$ cat config.mk
export PLATFORM = sky130hd
export DESIGN_NAME = sr_cmd_driver
export DESIGN_NICKNAME = d
export VERILOG_FILES = /design/src/rtl/sr_drv_pkg.sv /design/src/rtl/sr_debounce.sv /design/src/rtl/sr_cmd_driver.sv
export SDC_FILE = /design/constraint.sdc
export NUM_CORES = 1
export LEC_CHECK = 0
export CAP_MARGIN = 0
export CELL_PAD_IN_SITES_DETAIL_PLACEMENT = 1
export CELL_PAD_IN_SITES_GLOBAL_PLACEMENT = 1
export CORE_UTILIZATION = 45
export DETAILED_ROUTE_END_ITERATION = 8
export GPL_TIMING_DRIVEN = 0
export PLACE_DENSITY = 0.84
export SETUP_SLACK_MARGIN = 0.1
export SYNTH_ARGS = -nofsm -noshare
export SYNTH_HDL_FRONTEND = slang
export SYNTH_HIERARCHICAL = 1
export SYNTH_SLANG_ARGS = --single-unit
$ cat constraint.sdc
create_clock -name CLK -period 2.15 [get_ports CLK]
set_input_delay 0.215 -clock CLK [delete_from_list [all_inputs] [get_ports CLK]]
set_output_delay 0.215 -clock CLK [all_outputs]
set_load 0.01 [all_outputs]
$ cat src/rtl/sr_drv_pkg.sv
// Shared types and sizing helpers for the SR command driver.
// Optional build macro: SR_SKIP_REDUNDANT_EN (consumed in sr_cmd_driver).
package sr_drv_pkg;

   typedef enum logic [1:0] {
      IDLE    = 2'd0,
      PULSE_S = 2'd1,
      PULSE_R = 2'd2,
      GAP     = 2'd3
   } state_t;

   localparam int DEF_DB_CYCLES = 4;
   localparam int DEF_PULSE_W   = 2;
   localparam int DEF_GAP_W     = 1;

   // Bits needed to hold any value 0..max_val.
   function automatic int cnt_w(input int max_val);
      return $clog2(max_val + 1);
   endfunction

endpackage

$ cat src/rtl/sr_debounce.sv
// Two-flop synchroniser plus DB_CYCLES debounce for one raw request line.
// The rise output is a registered one-cycle event on each 0->1 of the debounced level.
module sr_debounce
   import sr_drv_pkg::*;
#(
   parameter int DB_CYCLES = DEF_DB_CYCLES
) (
   input  logic clk,
   input  logic rst,
   input  logic req,
   output logic level,
   output logic rise
);

   localparam int            CW      = cnt_w(DB_CYCLES);
   localparam logic [CW-1:0] DB_LAST = CW'(DB_CYCLES - 1);

   logic          sync1;
   logic          sync2;
   logic          level_d;
   logic [CW-1:0] cnt;

   // NOTE: non-blocking assignments make sync1 -> sync2 a genuine two-stage chain.
   always_ff @(posedge clk or posedge rst) begin
      if (rst) begin
         sync1   <= 1'b0;
         sync2   <= 1'b0;
         level   <= 1'b0;
         level_d <= 1'b0;
         rise    <= 1'b0;
         cnt     <= '0;
      end else begin
         sync1   <= req;
         sync2   <= sync1;
         level_d <= level;
         rise    <= level & ~level_d;
         if (sync2 != level) begin
            // The DB_CYCLES-th consecutive mismatch commits the new level.
            if (cnt == DB_LAST) begin
               level <= sync2;
               cnt   <= '0;
            end else begin
               cnt <= cnt + 1'b1;
            end
         end else begin
            cnt <= '0;
         end
      end
   end

endmodule

$ cat src/rtl/sr_cmd_driver.sv
// Turns debounced set/clear requests into non-overlapping S/R pulses with a guard gap.
// Optional build macro SR_SKIP_REDUNDANT_EN drops commands that would not change Q_EST.
module sr_cmd_driver
   import sr_drv_pkg::*;
#(
   parameter int DB_CYCLES = DEF_DB_CYCLES,
   parameter int PULSE_W   = DEF_PULSE_W,
   parameter int GAP_W     = DEF_GAP_W
) (
   input  logic CLK,
   input  logic RST,
   input  logic SET_REQ,
   input  logic CLR_REQ,
   output logic S,
   output logic R,
   output logic BUSY,
   output logic Q_EST,
   output logic CONFLICT
);

   localparam int            PW     = cnt_w(PULSE_W);
   localparam int            GW     = cnt_w(GAP_W);
   localparam logic [PW-1:0] P_LAST = PW'(PULSE_W - 1);
   localparam logic [GW-1:0] G_LAST = GW'(GAP_W - 1);

   logic set_level, clr_level;
   logic set_ev, clr_ev;

   state_t        state, state_nxt;
   logic [PW-1:0] pulse_cnt, pulse_cnt_nxt;
   logic [GW-1:0] gap_cnt, gap_cnt_nxt;
   logic          set_pend, set_pend_nxt;
   logic          clr_pend, clr_pend_nxt;
   logic          q_nxt;

   sr_debounce #(.DB_CYCLES(DB_CYCLES)) u_set_db (
      .clk   (CLK),
      .rst   (RST),
      .req   (SET_REQ),
      .level (set_level),
      .rise  (set_ev)
   );

   sr_debounce #(.DB_CYCLES(DB_CYCLES)) u_clr_db (
      .clk   (CLK),
      .rst   (RST),
      .req   (CLR_REQ),
      .level (clr_level),
      .rise  (clr_ev)
   );

   // NOTE: every always_comb output gets a default first so no latch is inferred.
   always_comb begin
      state_nxt     = state;
      pulse_cnt_nxt = pulse_cnt;
      gap_cnt_nxt   = gap_cnt;
      q_nxt         = Q_EST;
      set_pend_nxt  = set_pend;
      clr_pend_nxt  = clr_pend;

      // New events override stored ones; simultaneous events cancel each other.
      if (set_ev && clr_ev) begin
         set_pend_nxt = 1'b0;
         clr_pend_nxt = 1'b0;
      end else if (set_ev) begin
         set_pend_nxt = 1'b1;
         clr_pend_nxt = 1'b0;
      end else if (clr_ev) begin
         set_pend_nxt = 1'b0;
         clr_pend_nxt = 1'b1;
      end

      case (state)
         IDLE: begin
            pulse_cnt_nxt = '0;
            gap_cnt_nxt   = '0;
            if (set_pend_nxt) begin
               set_pend_nxt = 1'b0;
`ifdef SR_SKIP_REDUNDANT_EN
               if (!Q_EST) state_nxt = PULSE_S;
`else
               state_nxt = PULSE_S;
`endif
            end else if (clr_pend_nxt) begin
               clr_pend_nxt = 1'b0;
`ifdef SR_SKIP_REDUNDANT_EN
               if (Q_EST) state_nxt = PULSE_R;
`else
               state_nxt = PULSE_R;
`endif
            end
         end
         PULSE_S: begin
            if (pulse_cnt == P_LAST) begin
               state_nxt     = GAP;
               pulse_cnt_nxt = '0;
               q_nxt         = 1'b1;
            end else begin
               pulse_cnt_nxt = pulse_cnt + 1'b1;
            end
         end
         PULSE_R: begin
            if (pulse_cnt == P_LAST) begin
               state_nxt     = GAP;
               pulse_cnt_nxt = '0;
               q_nxt         = 1'b0;
            end else begin
               pulse_cnt_nxt = pulse_cnt + 1'b1;
            end
         end
         GAP: begin
            if (gap_cnt == G_LAST) begin
               state_nxt   = IDLE;
               gap_cnt_nxt = '0;
            end else begin
               gap_cnt_nxt = gap_cnt + 1'b1;
            end
         end
         default: state_nxt = IDLE;
      endcase
   end

   // S and R are decoded from a single next-state value, so they can never both be set.
   always_ff @(posedge CLK or posedge RST) begin
      if (RST) begin
         state     <= IDLE;
         pulse_cnt <= '0;
         gap_cnt   <= '0;
         set_pend  <= 1'b0;
         clr_pend  <= 1'b0;
         Q_EST     <= 1'b0;
         S         <= 1'b0;
         R         <= 1'b0;
         CONFLICT  <= 1'b0;
      end else begin
         state     <= state_nxt;
         pulse_cnt <= pulse_cnt_nxt;
         gap_cnt   <= gap_cnt_nxt;
         set_pend  <= set_pend_nxt;
         clr_pend  <= clr_pend_nxt;
         Q_EST     <= q_nxt;
         S         <= (state_nxt == PULSE_S);
         R         <= (state_nxt == PULSE_R);
         CONFLICT  <= set_ev & clr_ev;
      end
   end

   assign BUSY = (state != IDLE);

endmodule

After elaboration in Yosys (flattened, before gate mapping) --
Cells that the tools add are included.
Storage, ports and cells: register bits 27, bits of input ports 4, output and inout bits 5, logic and storage cells 77
Cells by class: $add $sub $neg 4, equality and inequality tests 12, mux-type cells 25, bitwise operators 5, reductions and logical operators 10
Operators with widths (number):
- 2-to-1 mux 1 bit | 12
- 2-to-1 mux 3 bit | 4
- 2-to-1 mux 2 bit | 5
- nonzero test 2 bit | 4
- adder 3 x 1 -> 3 bit (second input constant) | 2
- == test 2 x 1 -> 1 bit (second input constant) | 3
- == test 2 bit (second input constant) | 3
- == test 3 x 2 -> 1 bit (second input constant) | 2
- case mux 2 bit (3 select lines) | 1
- != test 2 bit (second input constant) | 2
- case mux 1 bit (2 select lines) | 2
- case mux 2 bit (2 select lines) | 1
- AND reduction 2 bit | 2
- bitwise AND 1 bit | 3
- AND reduction 3 bit | 1
- adder 2 x 1 -> 2 bit (second input constant) | 1
- logical NOT 2 bit | 1
- != test 1 bit | 2
- inverter 1 bit | 2
- OR reduction 2 bit | 1
- adder 1 bit (second input constant) | 1
- logical AND 1 bit | 1

Logic depth before layout (Yosys ltp) --
Gate-level depths: netlist (run 1).
depth after elaboration 7, mapped depth 5, depth with buffers taken out 5

Hierarchy --
Netlist (run 1), hierarchy kept.
By module, submodules not included:
- sr_debounce | instances 2, cells each 17, area an instance 281.5 µm²
- sr_cmd_driver | instances 1, cells each 48, area an instance 500.5 µm²

Least setup slack after synthesis (run 1) --
OpenSTA, ideal clock, no wires.
path kind flip-flop to flip-flop, start register state[0], end register state[0], library setup time 0.127 ns, arrival time 1.287 ns, required time 2.023 ns, setup slack 0.735 ns, cell stages (with the launch flop) 6, buffers on the path 0, cells stage by stage dfrtp_1 inv_1 ha_1 nor2b_1 o21a_1 or2_2
Between the ends: word-level cells in the longest chain between the ends 3, elaborated cells on any way between the ends 10, those cells by class 3 x eq/ne; 5 x mux; 2 x reduce/logical
RTL lines:
- start: declaration | line sr_cmd_driver.sv:29 | state_t state, state_nxt;
- start signal: assignment | line sr_cmd_driver.sv:136 | state <= state_nxt;
- == test 2 bit (tied with other cells) | line sr_cmd_driver.sv:73 | case (state)
- OR reduction 2 bit (no source line) / 2-to-1 mux 2 bit (equally long branches)
- case mux 2 bit (3 select lines) (*) | line sr_cmd_driver.sv:73
- via state_nxt[0] | line sr_cmd_driver.sv:29
The timed path passes the listed nets; every way through them passes the cells marked *. A chain may end at the register's enable or synchronous reset.

Worst setup path in the final report (run 1) --
start register state[0], end output BUSY
Between the ends: word-level cells in the longest chain between the ends 1
RTL lines:
- nonzero test 2 bit | line sr_cmd_driver.sv:148 | assign BUSY = (state != IDLE);
- end: declaration | line sr_cmd_driver.sv:16 | output logic BUSY,
Every way passes these cells.

==> impl_metrics.xml, run 1 <==
<?xml version="1.0" encoding="UTF-8"?>
<metrics>
  <group name="status">
    <metric name="outcome" unit="">complete, no violations</metric>
  </group>
  <group name="sta">
    <metric name="worst_clock_skew" unit="ns">0.005022</metric>
    <metric name="setup_viol" unit="">0</metric>
    <metric name="setup_slack" unit="ns">0.2197</metric>
    <metric name="finalWorstPathRequiredPeriod" unit="ns">1.930</metric>
    <metric name="final-max-slew-violation-count" unit="">0</metric>
    <metric name="unrepaired_setup_endpoints_after_global_routing" unit="">false</metric>
    <metric name="maxSlewHeadroom" unit="%">72.00</metric>
    <metric name="max_clock_freq" unit="MHz">518.1</metric>
    <metric name="final_hold_violation_count" unit="">0</metric>
    <metric name="worst-slew-pin-transition" unit="ns">0.4195</metric>
    <metric name="layout_worst_path_cycle_share" unit="%">89.78</metric>
    <metric name="final.setup.tns" unit="ns">0</metric>
  </group>
  <group name="pwr">
    <metric name="total_switching_power" unit="mW">0.5682</metric>
    <metric name="internal-power" unit="mW">1.182</metric>
    <metric name="fraction_of_power_consumed_by_the_clock_network" unit="%">19.0</metric>
    <metric name="max-vdd-ir-drop" unit="mV">0.7017</metric>
    <metric name="p_seq_share" unit="%">43.7</metric>
    <metric name="p_comb_share" unit="%">37.2</metric>
    <metric name="power_switching_share" unit="%">32.45</metric>
    <metric name="power_per_cell_area" unit="nW/um^2">1385</metric>
    <metric name="p_leak" unit="nW">0.5915</metric>
  </group>
  <group name="clocking">
    <metric name="worstSkewPairLatency" unit="ns">0.32</metric>
    <metric name="cts_root_buf" unit="">sky130_fd_sc_hd__clkbuf_4</metric>
    <metric name="ctsLongestPathBuffers" unit="">2</metric>
    <metric name="cts_inserted_buffers" unit="">3</metric>
    <metric name="tritoncts" unit="">yes</metric>
    <metric name="number_of_sinks_driven_by_the_clock_tree" unit="">26</metric>
    <metric name="cts.htree.levels" unit="">1</metric>
    <metric name="clkTransAtPathRegs" unit="ns">0.14</metric>
  </group>
  <group name="synth">
    <metric name="synthArstFlopShare" unit="%">100.0</metric>
    <metric name="synthesis.area_per_instance" unit="um^2">12.97</metric>
    <metric name="ys_seq_area_share" unit="%">61.18</metric>
    <metric name="synth-edff-count" unit="">0</metric>
    <metric name="synthDistinctLibCells" unit="">24</metric>
    <metric name="yosysWarningCount" unit="">6</metric>
    <metric name="synthesis.area" unit="um^2">1064</metric>
    <metric name="synth_fp_nets" unit="">92</metric>
    <metric name="ys_ff_latch" unit="">26</metric>
    <metric name="synth_flop_cell" unit="">sky130_fd_sc_hd__dfrtp_1</metric>
    <metric name="synthCells" unit="">82</metric>
  </group>
  <group name="floorplanning">
    <metric name="chipHeight" unit="um">50.62</metric>
    <metric name="num_rows" unit="">17</metric>
    <metric name="io_pins" unit="">9</metric>
    <metric name="die_w" unit="um">50.62</metric>
    <metric name="core-area" unit="um^2">2212</metric>
    <metric name="start_util" unit="%">48.08</metric>
    <metric name="floorplan.die_area" unit="um^2">2562</metric>
  </group>
  <group name="placed_design">
    <metric name="placement.setup.worst_slack" unit="ns">0.4522</metric>
    <metric name="dpl_cell_area" unit="um^2">1179</metric>
    <metric name="port-buffer-count" unit="">8</metric>
    <metric name="gp_routability_congestion" unit="">0.7193</metric>
    <metric name="detailed_place_hpwl" unit="um">1341</metric>
  </group>
  <group name="route">
    <metric name="drtAntennaViolNets" unit="">0</metric>
    <metric name="drc_errors" unit="">0</metric>
    <metric name="total_iterations_of_the_first_detailed_routing_run" unit="">4</metric>
    <metric name="detail_route.wl_per_cell" unit="um">14.47</metric>
    <metric name="routed-via-count" unit="">647</metric>
    <metric name="drtIter0Drc" unit="">3</metric>
    <metric name="route.final.wire_length" unit="um">1823</metric>
    <metric name="routed_via_density" unit="">5.135</metric>
  </group>
  <group name="worst_setup_path">
    <metric name="setup.reg_to_reg.worst_slack" unit="ns">0.66</metric>
    <metric name="setup.worst_path.end" unit="">BUSY</metric>
    <metric name="critPathArrivalTime" unit="ns">1.72</metric>
    <metric name="startpoint" unit="">state[0]</metric>
    <metric name="cp-start-kind" unit="">flop</metric>
    <metric name="cp_max_fo" unit="">5</metric>
    <metric name="worst-r2r-cell-count" unit="">5</metric>
    <metric name="setup.worst_path.class" unit="">flop to output pin</metric>
    <metric name="worst-endpoint-required" unit="ns">1.93</metric>
    <metric name="reg2reg_from" unit="">state[0]</metric>
    <metric name="reg2reg_to" unit="">state[0]</metric>
    <metric name="worstSetupEndpointType" unit="">output pin</metric>
  </group>
  <group name="global_route">
    <metric name="grt_overflow" unit="">0</metric>
    <metric name="grt_max_degree" unit="">16</metric>
    <metric name="initial_antenna_violation_count" unit="">0</metric>
    <metric name="gr-usage-all-layers" unit="%">17.78</metric>
    <metric name="grt_pass1_wl" unit="um">3194</metric>
    <metric name="grt_pass1_vias" unit="">684</metric>
  </group>
  <group name="flow_run">
    <metric name="cap_violations" unit="">0</metric>
  </group>
  <group name="final_layout">
    <metric name="post-route-cell-area" unit="um^2">1264</metric>
    <metric name="most_common_library_cell_in_the_layout_ignoring_fill_and_taps" unit="">sky130_fd_sc_hd__dfrtp_1</metric>
    <metric name="layout.filler_cells" unit="">239</metric>
    <metric name="layout.nets" unit="">109</metric>
    <metric name="final_antenna_diode_count" unit="">0</metric>
    <metric name="share_of_cells_above_drive_strength_1" unit="%">21.43</metric>
    <metric name="syn2layout_area_growth" unit="%">18.82</metric>
    <metric name="layout_common_cells" unit="">sky130_fd_sc_hd__dfrtp_1, sky130_fd_sc_hd__clkdlybuf4s50_1, sky130_fd_sc_hd__inv_1, sky130_fd_sc_hd__ha_1</metric>
  </group>
  <group name="min_path">
    <metric name="worst_hold_path_type" unit="">input port to asynchronous set/reset pin</metric>
  </group>
</metrics>
-- repair_timing --
item,4_1_cts,5_1_grt
buffers inserted,0,4
hold buffers,0,0
gates resized for setup,2,1
endpoints found under the setup margin,1,1
-- worst max-delay path, stage by stage (launching register included) --
cell and delay [ns]:
sky130_fd_sc_hd__dfrtp_2 0.43, sky130_fd_sc_hd__inv_1 0.08, sky130_fd_sc_hd__ha_1 0.25, sky130_fd_sc_hd__inv_2 0.10, sky130_fd_sc_hd__clkdlybuf4s50_1 0.53
-- per-layer routing --
metal  wire [um]  track usage, %  part of all wire (%)  up-vias
li1            -               -                     -      302
met1         794           21.61                    44      329
met2         946           28.67                    52       12
met3          48           3.636                   2.6        4
met4          34           11.11                   1.9        0
met5           0               0                     0        -
-- power by group through the flow --
stage	Sequential, mW	Combinational (mW)	Clock [mW]
floorplan	0.760	0.414	0
global placement	0.770	0.554	0
detailed placement	0.787	0.598	0
CTS	0.781	0.609	0.347
global route	0.791	0.733	0.367
finish	0.766	0.652	0.333
-- how the worst min path moves through the flow --
stage | slack, ns | from | cells past startpoint | endpoint
6_report | 0.17 | RST | 2 | u_clr_db/level_d
5_1_grt | 0.19 | RST | 2 | u_clr_db/level_d
3_5_place_dp | 0.34 | u_clr_db/sync1 | 0 | u_clr_db/sync2
4_1_cts | 0.16 | RST | 2 | u_set_db/sync1
2_1_floorplan | 0.03 | RST | 1 | u_clr_db/cnt[0]
3_3_place_gp | 0.34 | u_clr_db/sync1 | 0 | u_clr_db/sync2
-- final cells by class --
class                      count  area (um^2)  area share (%)
tap                           28        35.03           2.772
clock buffer                   3        22.52           1.782
inverter                       8        30.03           2.376
clock inverter                 1        30.03           2.376
multi-input combinational     48        382.9           30.30
sequential                    26        653.1           51.68
timing repair buffer          12        110.1           8.713
-- flip-flops by register name, indices dropped and copies added, names as in the netlist, 2 cells and up --
register,flops
pulse_cnt,2
u_clr_db/cnt,3
u_set_db/cnt,3
state,2
-- cells by family (layout without fill, tap and decap cells) --
logic type      Yosys count  count (layout)  share of synthesized area, %
mux                       2               2                         2.117
xor+xnor                  2               2                         1.647
buf+inv                   8              24                         2.824
simple gates             25              25                         15.76
flops                    26              26                         61.18
fa+ha+maj                 6               6                         7.059
compound gates           13              13                         9.411
-- synthesized netlist by cell type (2+ instances only) --
master                     count  area (um^2)
sky130_fd_sc_hd__nor2b_1       4        25.02
sky130_fd_sc_hd__a211oi_2      2        25.02
sky130_fd_sc_hd__a21oi_1       3        15.01
sky130_fd_sc_hd__nand2b_1      2        12.51
sky130_fd_sc_hd__a21boi_0      2        15.01
sky130_fd_sc_hd__nor3b_1       2        15.01
sky130_fd_sc_hd__nor2b_4       2        27.53
sky130_fd_sc_hd__nor2_1        2        7.510
sky130_fd_sc_hd__inv_1         8        30.03
sky130_fd_sc_hd__mux2_2        2        22.52
sky130_fd_sc_hd__o21ai_0       2        10.01
sky130_fd_sc_hd__dfrtp_1      26        650.6
sky130_fd_sc_hd__nand2_1       4        15.01
sky130_fd_sc_hd__ha_1          6        75.07
sky130_fd_sc_hd__xnor2_1       2        17.52
sky130_fd_sc_hd__nor3_1        4        20.02
sky130_fd_sc_hd__nor3b_2       2        25.02
-- stage by stage --
stage                     power, mW  cells  hold slack, ns  util, %
after floorplan               1.174     82         0.03066        -
after global placement        1.325    118          0.3397    53.28
after detailed placement      1.385    118          0.3363    53.28
after CTS                     1.737    122          0.1581    55.77
after global routing          1.892    126          0.1867    57.13
final                         1.751    126          0.1677    57.13
No activity file was read; power rests on OpenSTA's default activity.
==> inputs of run 2 (changes only) <==
--- a/config.mk
+++ b/config.mk
@@ -7,11 +7,12 @@
 export LEC_CHECK = 0
 export CAP_MARGIN = 0
 export CELL_PAD_IN_SITES_DETAIL_PLACEMENT = 1
-export CELL_PAD_IN_SITES_GLOBAL_PLACEMENT = 1
-export CORE_UTILIZATION = 45
+export CELL_PAD_IN_SITES_GLOBAL_PLACEMENT = 2
+export CORE_UTILIZATION = 44
 export DETAILED_ROUTE_END_ITERATION = 8
+export DONT_BUFFER_PORTS = 1
 export GPL_TIMING_DRIVEN = 0
-export PLACE_DENSITY = 0.84
+export PLACE_DENSITY = 0.87
 export SETUP_SLACK_MARGIN = 0.1
 export SYNTH_ARGS = -nofsm -noshare
 export SYNTH_HDL_FRONTEND = slang
==> run 2 against run 1 <==
Final cell count is 7.1% lower. Register-to-register slack lost 0.12 ns. Maximum frequency increased by 20%. Total power shrank 7.1%. Via count is 7.0% lower. Sequential share of layout area increased by 3.4 points. Die area is 2.2% higher. Non-clock buffer count shrank 9. Flip-flop and latch count stayed put. Clock skew grew 0.010 ns. Critical path type is now flop to flop.
==> impl_metrics.xml, run 2 (same netlist as run 1, synthesis figures left out) <==
<?xml version="1.0" encoding="UTF-8"?>
<metrics>
  <group name="status">
    <metric name="outcome" unit="">complete, no violations</metric>
  </group>
  <group name="route">
    <metric name="drtAntennaViolNets" unit="">0</metric>
    <metric name="routed-via-count" unit="">602</metric>
    <metric name="drtIter0Drc" unit="">11</metric>
    <metric name="detail_route.wl_per_cell" unit="um">14.07</metric>
    <metric name="route.final.wire_length" unit="um">1646</metric>
    <metric name="routed_via_density" unit="">5.145</metric>
    <metric name="drc_errors" unit="">0</metric>
    <metric name="total_iterations_of_the_first_detailed_routing_run" unit="">3</metric>
  </group>
  <group name="global_route">
    <metric name="grt_overflow" unit="">0</metric>
    <metric name="grt_pass1_wl" unit="um">3180</metric>
    <metric name="initial_antenna_violation_count" unit="">0</metric>
    <metric name="grt_pass1_vias" unit="">717</metric>
    <metric name="gr-usage-all-layers" unit="%">16.91</metric>
    <metric name="grt_max_degree" unit="">16</metric>
  </group>
  <group name="placed_design">
    <metric name="gp_routability_congestion" unit="">0.6741</metric>
    <metric name="port-buffer-count" unit="">0</metric>
    <metric name="detailed_place_hpwl" unit="um">1218</metric>
    <metric name="dpl_cell_area" unit="um^2">1099</metric>
    <metric name="dp.cells" unit="">110</metric>
  </group>
  <group name="pwr">
    <metric name="max-vdd-ir-drop" unit="mV">0.6183</metric>
    <metric name="p_comb_share" unit="%">31.5</metric>
    <metric name="power_per_cell_area" unit="nW/um^2">1378</metric>
    <metric name="power_switching_share" unit="%">33.48</metric>
    <metric name="p_seq_share" unit="%">48.2</metric>
    <metric name="internal-power" unit="mW">1.082</metric>
    <metric name="total_switching_power" unit="mW">0.5448</metric>
    <metric name="p_leak" unit="nW">0.5574</metric>
    <metric name="fraction_of_power_consumed_by_the_clock_network" unit="%">20.3</metric>
  </group>
  <group name="worst_setup_path">
    <metric name="cp_slowest_cell" unit="">sky130_fd_sc_hd__dfrtp_1</metric>
    <metric name="cp_max_fo" unit="">7</metric>
    <metric name="cpPeakStageDelay" unit="ns">0.49</metric>
    <metric name="setup.worst_path.class" unit="">flop to flop</metric>
    <metric name="critPathArrivalTime" unit="ns">1.81</metric>
    <metric name="worst-endpoint-required" unit="ns">2.35</metric>
    <metric name="crit_chain" unit="">inv_1, ha_1, nor2b_1, o21a_1, or2_2</metric>
    <metric name="cp-start-kind" unit="">flop</metric>
    <metric name="setup.reg_to_reg.worst_slack" unit="ns">0.54</metric>
    <metric name="worstSetupEndpointType" unit="">flop</metric>
  </group>
  <group name="sta">
    <metric name="layout_worst_path_cycle_share" unit="%">74.69</metric>
    <metric name="max_clock_freq" unit="MHz">622.7</metric>
    <metric name="final-max-slew-violation-count" unit="">0</metric>
    <metric name="unrepaired_setup_endpoints_after_global_routing" unit="">false</metric>
    <metric name="final_hold_violation_count" unit="">0</metric>
    <metric name="final.setup.tns" unit="ns">0</metric>
    <metric name="worst_clock_skew" unit="ns">0.01529</metric>
    <metric name="maxSlewHeadroom" unit="%">72.53</metric>
    <metric name="worst-slew-pin-transition" unit="ns">0.4116</metric>
    <metric name="finalWorstPathRequiredPeriod" unit="ns">1.606</metric>
    <metric name="setup_viol" unit="">0</metric>
    <metric name="final.hold.worst_slack" unit="ns">0.2946</metric>
  </group>
  <group name="floorplanning">
    <metric name="start_util" unit="%">47.17</metric>
    <metric name="num_rows" unit="">17</metric>
    <metric name="io_pins" unit="">9</metric>
    <metric name="core-area" unit="um^2">2255</metric>
    <metric name="floorplan.die_area" unit="um^2">2618</metric>
    <metric name="die_w" unit="um">51.17</metric>
    <metric name="chipHeight" unit="um">51.17</metric>
  </group>
  <group name="clocking">
    <metric name="number_of_sinks_driven_by_the_clock_tree" unit="">26</metric>
    <metric name="cts_setup_buffers" unit="">0</metric>
    <metric name="worstSkewPairLatency" unit="ns">0.32</metric>
    <metric name="ctsLongestPathBuffers" unit="">2</metric>
    <metric name="cts.htree.levels" unit="">1</metric>
    <metric name="tritoncts" unit="">yes</metric>
    <metric name="cts_inserted_buffers" unit="">3</metric>
    <metric name="clkTransAtPathRegs" unit="ns">0.15</metric>
    <metric name="cts_root_buf" unit="">sky130_fd_sc_hd__clkbuf_4</metric>
  </group>
  <group name="flow_run">
    <metric name="cap_violations" unit="">0</metric>
  </group>
  <group name="final_layout">
    <metric name="post-route-cell-area" unit="um^2">1181</metric>
    <metric name="final_cell_count_no_fill" unit="">117</metric>
    <metric name="layout.nets" unit="">100</metric>
    <metric name="share_of_cells_above_drive_strength_1" unit="%">15.73</metric>
    <metric name="syn2layout_area_growth" unit="%">11.06</metric>
    <metric name="most_common_library_cell_in_the_layout_ignoring_fill_and_taps" unit="">sky130_fd_sc_hd__dfrtp_1</metric>
    <metric name="final_antenna_diode_count" unit="">0</metric>
    <metric name="layout_common_cells" unit="">sky130_fd_sc_hd__dfrtp_1, sky130_fd_sc_hd__inv_1, sky130_fd_sc_hd__ha_1</metric>
    <metric name="post-route-util" unit="%">52.39</metric>
    <metric name="layout_top_registers" unit="">u_clr_db/cnt: 3 flops, u_set_db/cnt: 3 flops</metric>
  </group>
  <group name="min_path">
    <metric name="worst_hold_path_type" unit="">input port to asynchronous set/reset pin</metric>
  </group>
</metrics>
run 2: changes by cell type in the layout (fill, tap and decap cells not counted), sizes merged:
cell / previous run / this run
buf: 4 / 0
dlygate4sd3: 0 / 3
clkdlybuf4s50: 8 / 0
run 2: timing repair:
item | in CTS | in global routing
hold endpoints to repair | 28 | 0
gates resized for setup | 0 | 0
hold buffers | 3 | 0
run 2: path summary, 6_finish.rpt:
check	startpoint	end	cells after the start
min in group CLK	u_clr_db/sync1	u_clr_db/sync2	0
hold reg to reg	u_clr_db/sync1	u_clr_db/sync2	0
setup reg to reg	state[1]	state[0]	5
hold / removal	RST	u_set_db/level_d	2
setup / recovery	state[1]	state[0]	5
max in group asynchronous	RST	Q_EST	2
run 2: power groups by stage:
stage | combinational (mW) | sequential [mW] | clock (mW)
global placement | 0.467 | 0.790 | 0
floorplan | 0.414 | 0.760 | 0
CTS | 0.522 | 0.786 | 0.344
global route | 0.595 | 0.810 | 0.360
detailed placement | 0.501 | 0.799 | 0
finish | 0.513 | 0.784 | 0.330
run 2: cell type report:
| cell class | count | area (um^2) |
|---|---|---|
| fillers | 244 | 1074 |
| flip-flops and latches | 26 | 650.6 |
| multi-input cells | 48 | 382.9 |
| well taps | 28 | 35.03 |
| clock inverters | 1 | 30.03 |
| repair buffers | 3 | 30.03 |
| inverters | 8 | 30.03 |
| clock buffers | 3 | 22.52 |
run 2: layer usage:
layer | part of all wire, % | track usage, % | wire length (um) | vias to the layer above
li1 | - | - | - | 287
met1 | 46 | 21.53 | 751 | 306
met2 | 51 | 27.63 | 842 | 7
met3 | 2.7 | 3.869 | 44 | 2
met4 | 0.49 | 6.944 | 8 | 0
met5 | 0 | 0 | 0 | -
run 2: worst max-delay path, delay by kind of cell (launching register included):
family,cells,cell delay (ns)
simple gates,2,0.47
fa+ha+maj,1,0.30
flops,1,0.49
compound gates,1,0.15
buf+inv,1,0.09
run 2: through the flow:
stage	setup slack [ns]	power (mW)
after floorplan	0.7352	1.174
after global placement	0.6357	1.257
after detailed placement	0.6189	1.300
after CTS	0.5349	1.653
after global routing	0.4339	1.766
final	0.5441	1.627
==> inputs of run 3 (changes only) <==
--- a/config.mk
+++ b/config.mk
@@ -8,11 +8,11 @@
 export CAP_MARGIN = 0
 export CELL_PAD_IN_SITES_DETAIL_PLACEMENT = 1
 export CELL_PAD_IN_SITES_GLOBAL_PLACEMENT = 2
-export CORE_UTILIZATION = 44
+export CORE_UTILIZATION = 41
 export DETAILED_ROUTE_END_ITERATION = 8
 export DONT_BUFFER_PORTS = 1
 export GPL_TIMING_DRIVEN = 0
-export PLACE_DENSITY = 0.87
+export PLACE_DENSITY = 0.82
 export SETUP_SLACK_MARGIN = 0.1
 export SYNTH_ARGS = -nofsm -noshare
 export SYNTH_HDL_FRONTEND = slang
==> constraint.sdc (replaced) <==
create_clock -name CLK -period 1.7 [get_ports CLK]
set_input_delay 0.17 -clock CLK [delete_from_list [all_inputs] [get_ports CLK]]
set_output_delay 0.17 -clock CLK [all_outputs]
set_load 0.01 [all_outputs]
==> run 3 against run 2 <==
Setup slack worse by 0.34 ns. Via count is 3.0% lower. Combinational power is 30% higher. Critical path type unchanged. Maximum frequency is 7.6% higher. First-iteration DRC count is 64% lower. Routed wire length is 2.2% higher. Largest cell class unchanged. Global-route usage is 2.5 points lower.
==> impl_metrics.xml, run 3 (same netlist as run 1, synthesis figures left out) <==
<?xml version="1.0" encoding="UTF-8"?>
<metrics>
  <group name="status">
    <metric name="outcome" unit="">complete, no violations</metric>
  </group>
  <group name="worst_setup_path">
    <metric name="startpoint" unit="">state[1]</metric>
    <metric name="reg2reg_from" unit="">state[1]</metric>
    <metric name="setup.worst_path.class" unit="">flop to flop</metric>
    <metric name="cp_max_fo" unit="">7</metric>
    <metric name="reg2reg_to" unit="">state[0]</metric>
    <metric name="cp-start-kind" unit="">flop</metric>
    <metric name="critPathArrivalTime" unit="ns">1.71</metric>
    <metric name="worstSetupEndpointType" unit="">flop</metric>
    <metric name="setup.worst_path.end" unit="">state[0]</metric>
    <metric name="worst-endpoint-required" unit="ns">1.91</metric>
    <metric name="worst-r2r-cell-count" unit="">5</metric>
    <metric name="setup.reg_to_reg.worst_slack" unit="ns">0.21</metric>
  </group>
  <group name="clocking">
    <metric name="cts_root_buf" unit="">sky130_fd_sc_hd__clkbuf_4</metric>
    <metric name="clkTransAtPathRegs" unit="ns">0.14</metric>
    <metric name="cts_inserted_buffers" unit="">3</metric>
    <metric name="cts.htree.levels" unit="">1</metric>
    <metric name="worstSkewPairLatency" unit="ns">0.31</metric>
    <metric name="number_of_sinks_driven_by_the_clock_tree" unit="">26</metric>
    <metric name="tritoncts" unit="">yes</metric>
    <metric name="ctsLongestPathBuffers" unit="">2</metric>
  </group>
  <group name="route">
    <metric name="routed-via-count" unit="">584</metric>
    <metric name="drc_errors" unit="">0</metric>
    <metric name="routed_via_density" unit="">4.867</metric>
    <metric name="drtAntennaViolNets" unit="">0</metric>
    <metric name="drtIter0Drc" unit="">4</metric>
    <metric name="total_iterations_of_the_first_detailed_routing_run" unit="">2</metric>
    <metric name="route.final.wire_length" unit="um">1683</metric>
    <metric name="detail_route.wl_per_cell" unit="um">14.03</metric>
  </group>
  <group name="placed_design">
    <metric name="port-buffer-count" unit="">0</metric>
    <metric name="placement.setup.worst_slack" unit="ns">0.1563</metric>
    <metric name="detailed_place_hpwl" unit="um">1253</metric>
    <metric name="dp.cells" unit="">112</metric>
    <metric name="gp_routability_congestion" unit="">0.7357</metric>
  </group>
  <group name="global_route">
    <metric name="grt_pass1_vias" unit="">643</metric>
    <metric name="grt_pass1_wl" unit="um">2849</metric>
    <metric name="grt_overflow" unit="">0</metric>
    <metric name="initial_antenna_violation_count" unit="">0</metric>
    <metric name="grt_max_degree" unit="">16</metric>
    <metric name="gr-usage-all-layers" unit="%">14.42</metric>
  </group>
  <group name="final_layout">
    <metric name="layout_common_cells" unit="">sky130_fd_sc_hd__dfrtp_1, sky130_fd_sc_hd__inv_1, sky130_fd_sc_hd__ha_1, sky130_fd_sc_hd__nand2_1, sky130_fd_sc_hd__nor3_1</metric>
    <metric name="layout.nets" unit="">101</metric>
    <metric name="syn2layout_area_growth" unit="%">12.47</metric>
    <metric name="layout.filler_cells" unit="">262</metric>
    <metric name="share_of_cells_above_drive_strength_1" unit="%">21.11</metric>
    <metric name="final_cell_count_no_fill" unit="">120</metric>
    <metric name="post-route-util" unit="%">48.73</metric>
    <metric name="layout_top_registers" unit="">u_clr_db/cnt: 3 flops, u_set_db/cnt: 3 flops</metric>
    <metric name="most_common_library_cell_in_the_layout_ignoring_fill_and_taps" unit="">sky130_fd_sc_hd__dfrtp_1</metric>
    <metric name="final_antenna_diode_count" unit="">0</metric>
  </group>
  <group name="pwr">
    <metric name="max-vdd-ir-drop" unit="mV">0.8734</metric>
    <metric name="totalPowerFinal" unit="mW">2.072</metric>
    <metric name="p_leak" unit="nW">0.5594</metric>
    <metric name="power_per_cell_area" unit="nW/um^2">1732</metric>
  </group>
  <group name="floorplanning">
    <metric name="die_w" unit="um">52.93</metric>
    <metric name="chipHeight" unit="um">52.93</metric>
    <metric name="core-area" unit="um^2">2455</metric>
    <metric name="floorplan.die_area" unit="um^2">2802</metric>
    <metric name="io_pins" unit="">9</metric>
    <metric name="start_util" unit="%">43.32</metric>
    <metric name="num_rows" unit="">18</metric>
  </group>
  <group name="sta">
    <metric name="layout_worst_path_cycle_share" unit="%">87.80</metric>
    <metric name="maxSlewHeadroom" unit="%">73.18</metric>
    <metric name="final.setup.tns" unit="ns">0</metric>
    <metric name="final_hold_violation_count" unit="">0</metric>
    <metric name="setup_viol" unit="">0</metric>
    <metric name="worst-slew-pin-transition" unit="ns">0.4018</metric>
    <metric name="finalWorstPathRequiredPeriod" unit="ns">1.493</metric>
    <metric name="unrepaired_setup_endpoints_after_global_routing" unit="">false</metric>
    <metric name="worst_clock_skew" unit="ns">0.004270</metric>
    <metric name="max_clock_freq" unit="MHz">669.9</metric>
    <metric name="final-max-slew-violation-count" unit="">0</metric>
    <metric name="setup_slack" unit="ns">0.2073</metric>
  </group>
  <group name="flow_run">
    <metric name="cap_violations" unit="">0</metric>
  </group>
  <group name="min_path">
    <metric name="worst_hold_path_type" unit="">input port to asynchronous set/reset pin</metric>
  </group>
</metrics>
[run 3: cell count changes in the layout (fill, tap and decap cells not counted)]
cell and delta:
sky130_fd_sc_hd__dfrtp_1 -2, sky130_fd_sc_hd__dfrtp_2 +2, sky130_fd_sc_hd__buf_4 +1, sky130_fd_sc_hd__inv_1 -1
sky130_fd_sc_hd__inv_2 +1, sky130_fd_sc_hd__nor2b_1 -1, sky130_fd_sc_hd__nor2b_2 +1
[run 3: area by class of cell]
type | count | area, um^2 | area share (%)
sequential | 26 | 653.1 | 54.60
multi-input combinational | 48 | 385.4 | 32.22
clock buffer | 3 | 22.52 | 1.883
clock inverter | 1 | 30.03 | 2.510
inverter | 8 | 30.03 | 2.510
tap | 30 | 37.54 | 3.138
timing repair buffer | 4 | 37.54 | 3.138
[run 3: power breakdown]
group	leakage [nW]	switching, mW	internal (mW)
Combinational	0.202	0.337	0.328
Sequential	0.329	0.168	0.824
Clock	0.0279	0.177	0.238
Total	0.559	0.682	1.39
[run 3: repair_timing]
item	in CTS	in global routing
gates resized for setup	0	4
setup endpoints to repair	0	5
endpoints found under the hold margin	28	0
buffers inserted	0	1
hold buffers	3	0
[run 3: worst min-delay path by stage]
stage | startpoint | to | slack [ns] | cells after the start
2_1_floorplan | RST | u_clr_db/cnt[0] | -0.01 | 1
3_3_place_gp | RST | u_set_db/sync1 | 0.01 | 1
3_5_place_dp | RST | u_set_db/sync1 | 0.02 | 1
4_1_cts | RST | u_set_db/sync1 | 0.27 | 2
5_1_grt | RST | u_clr_db/level_d | 0.28 | 2
6_report | RST | u_set_db/sync2 | 0.27 | 2
[run 3: per-stage QoR]
stage	hold WS (ns)	instance area (um^2)
2_1_floorplan	-0.01434	1064
3_3_place_gp	0.009878	1101
3_5_place_dp	0.01793	1101
4_1_cts	0.2664	1184
5_1_grt	0.2830	1196
6_report	0.2701	1196
[run 3: critical path, cell delays in order, from the launching register on]
cell and delay [ns]:
sky130_fd_sc_hd__dfrtp_2 0.46, sky130_fd_sc_hd__inv_1 0.08, sky130_fd_sc_hd__ha_1 0.29, sky130_fd_sc_hd__nor2b_2 0.18, sky130_fd_sc_hd__o21a_1 0.12, sky130_fd_sc_hd__or2_2 0.27
[run 3: layer usage]
layer | share of wire, % | wire length, um | GRT usage, % | vias to the layer above
met5 | 0 | 0 | 0 | -
met4 | 0.89 | 15 | 5.263 | 0
met3 | 3.4 | 58 | 4.023 | 2
met2 | 51 | 853 | 23.63 | 8
met1 | 45 | 755 | 18.03 | 287
li1 | - | - | - | 287
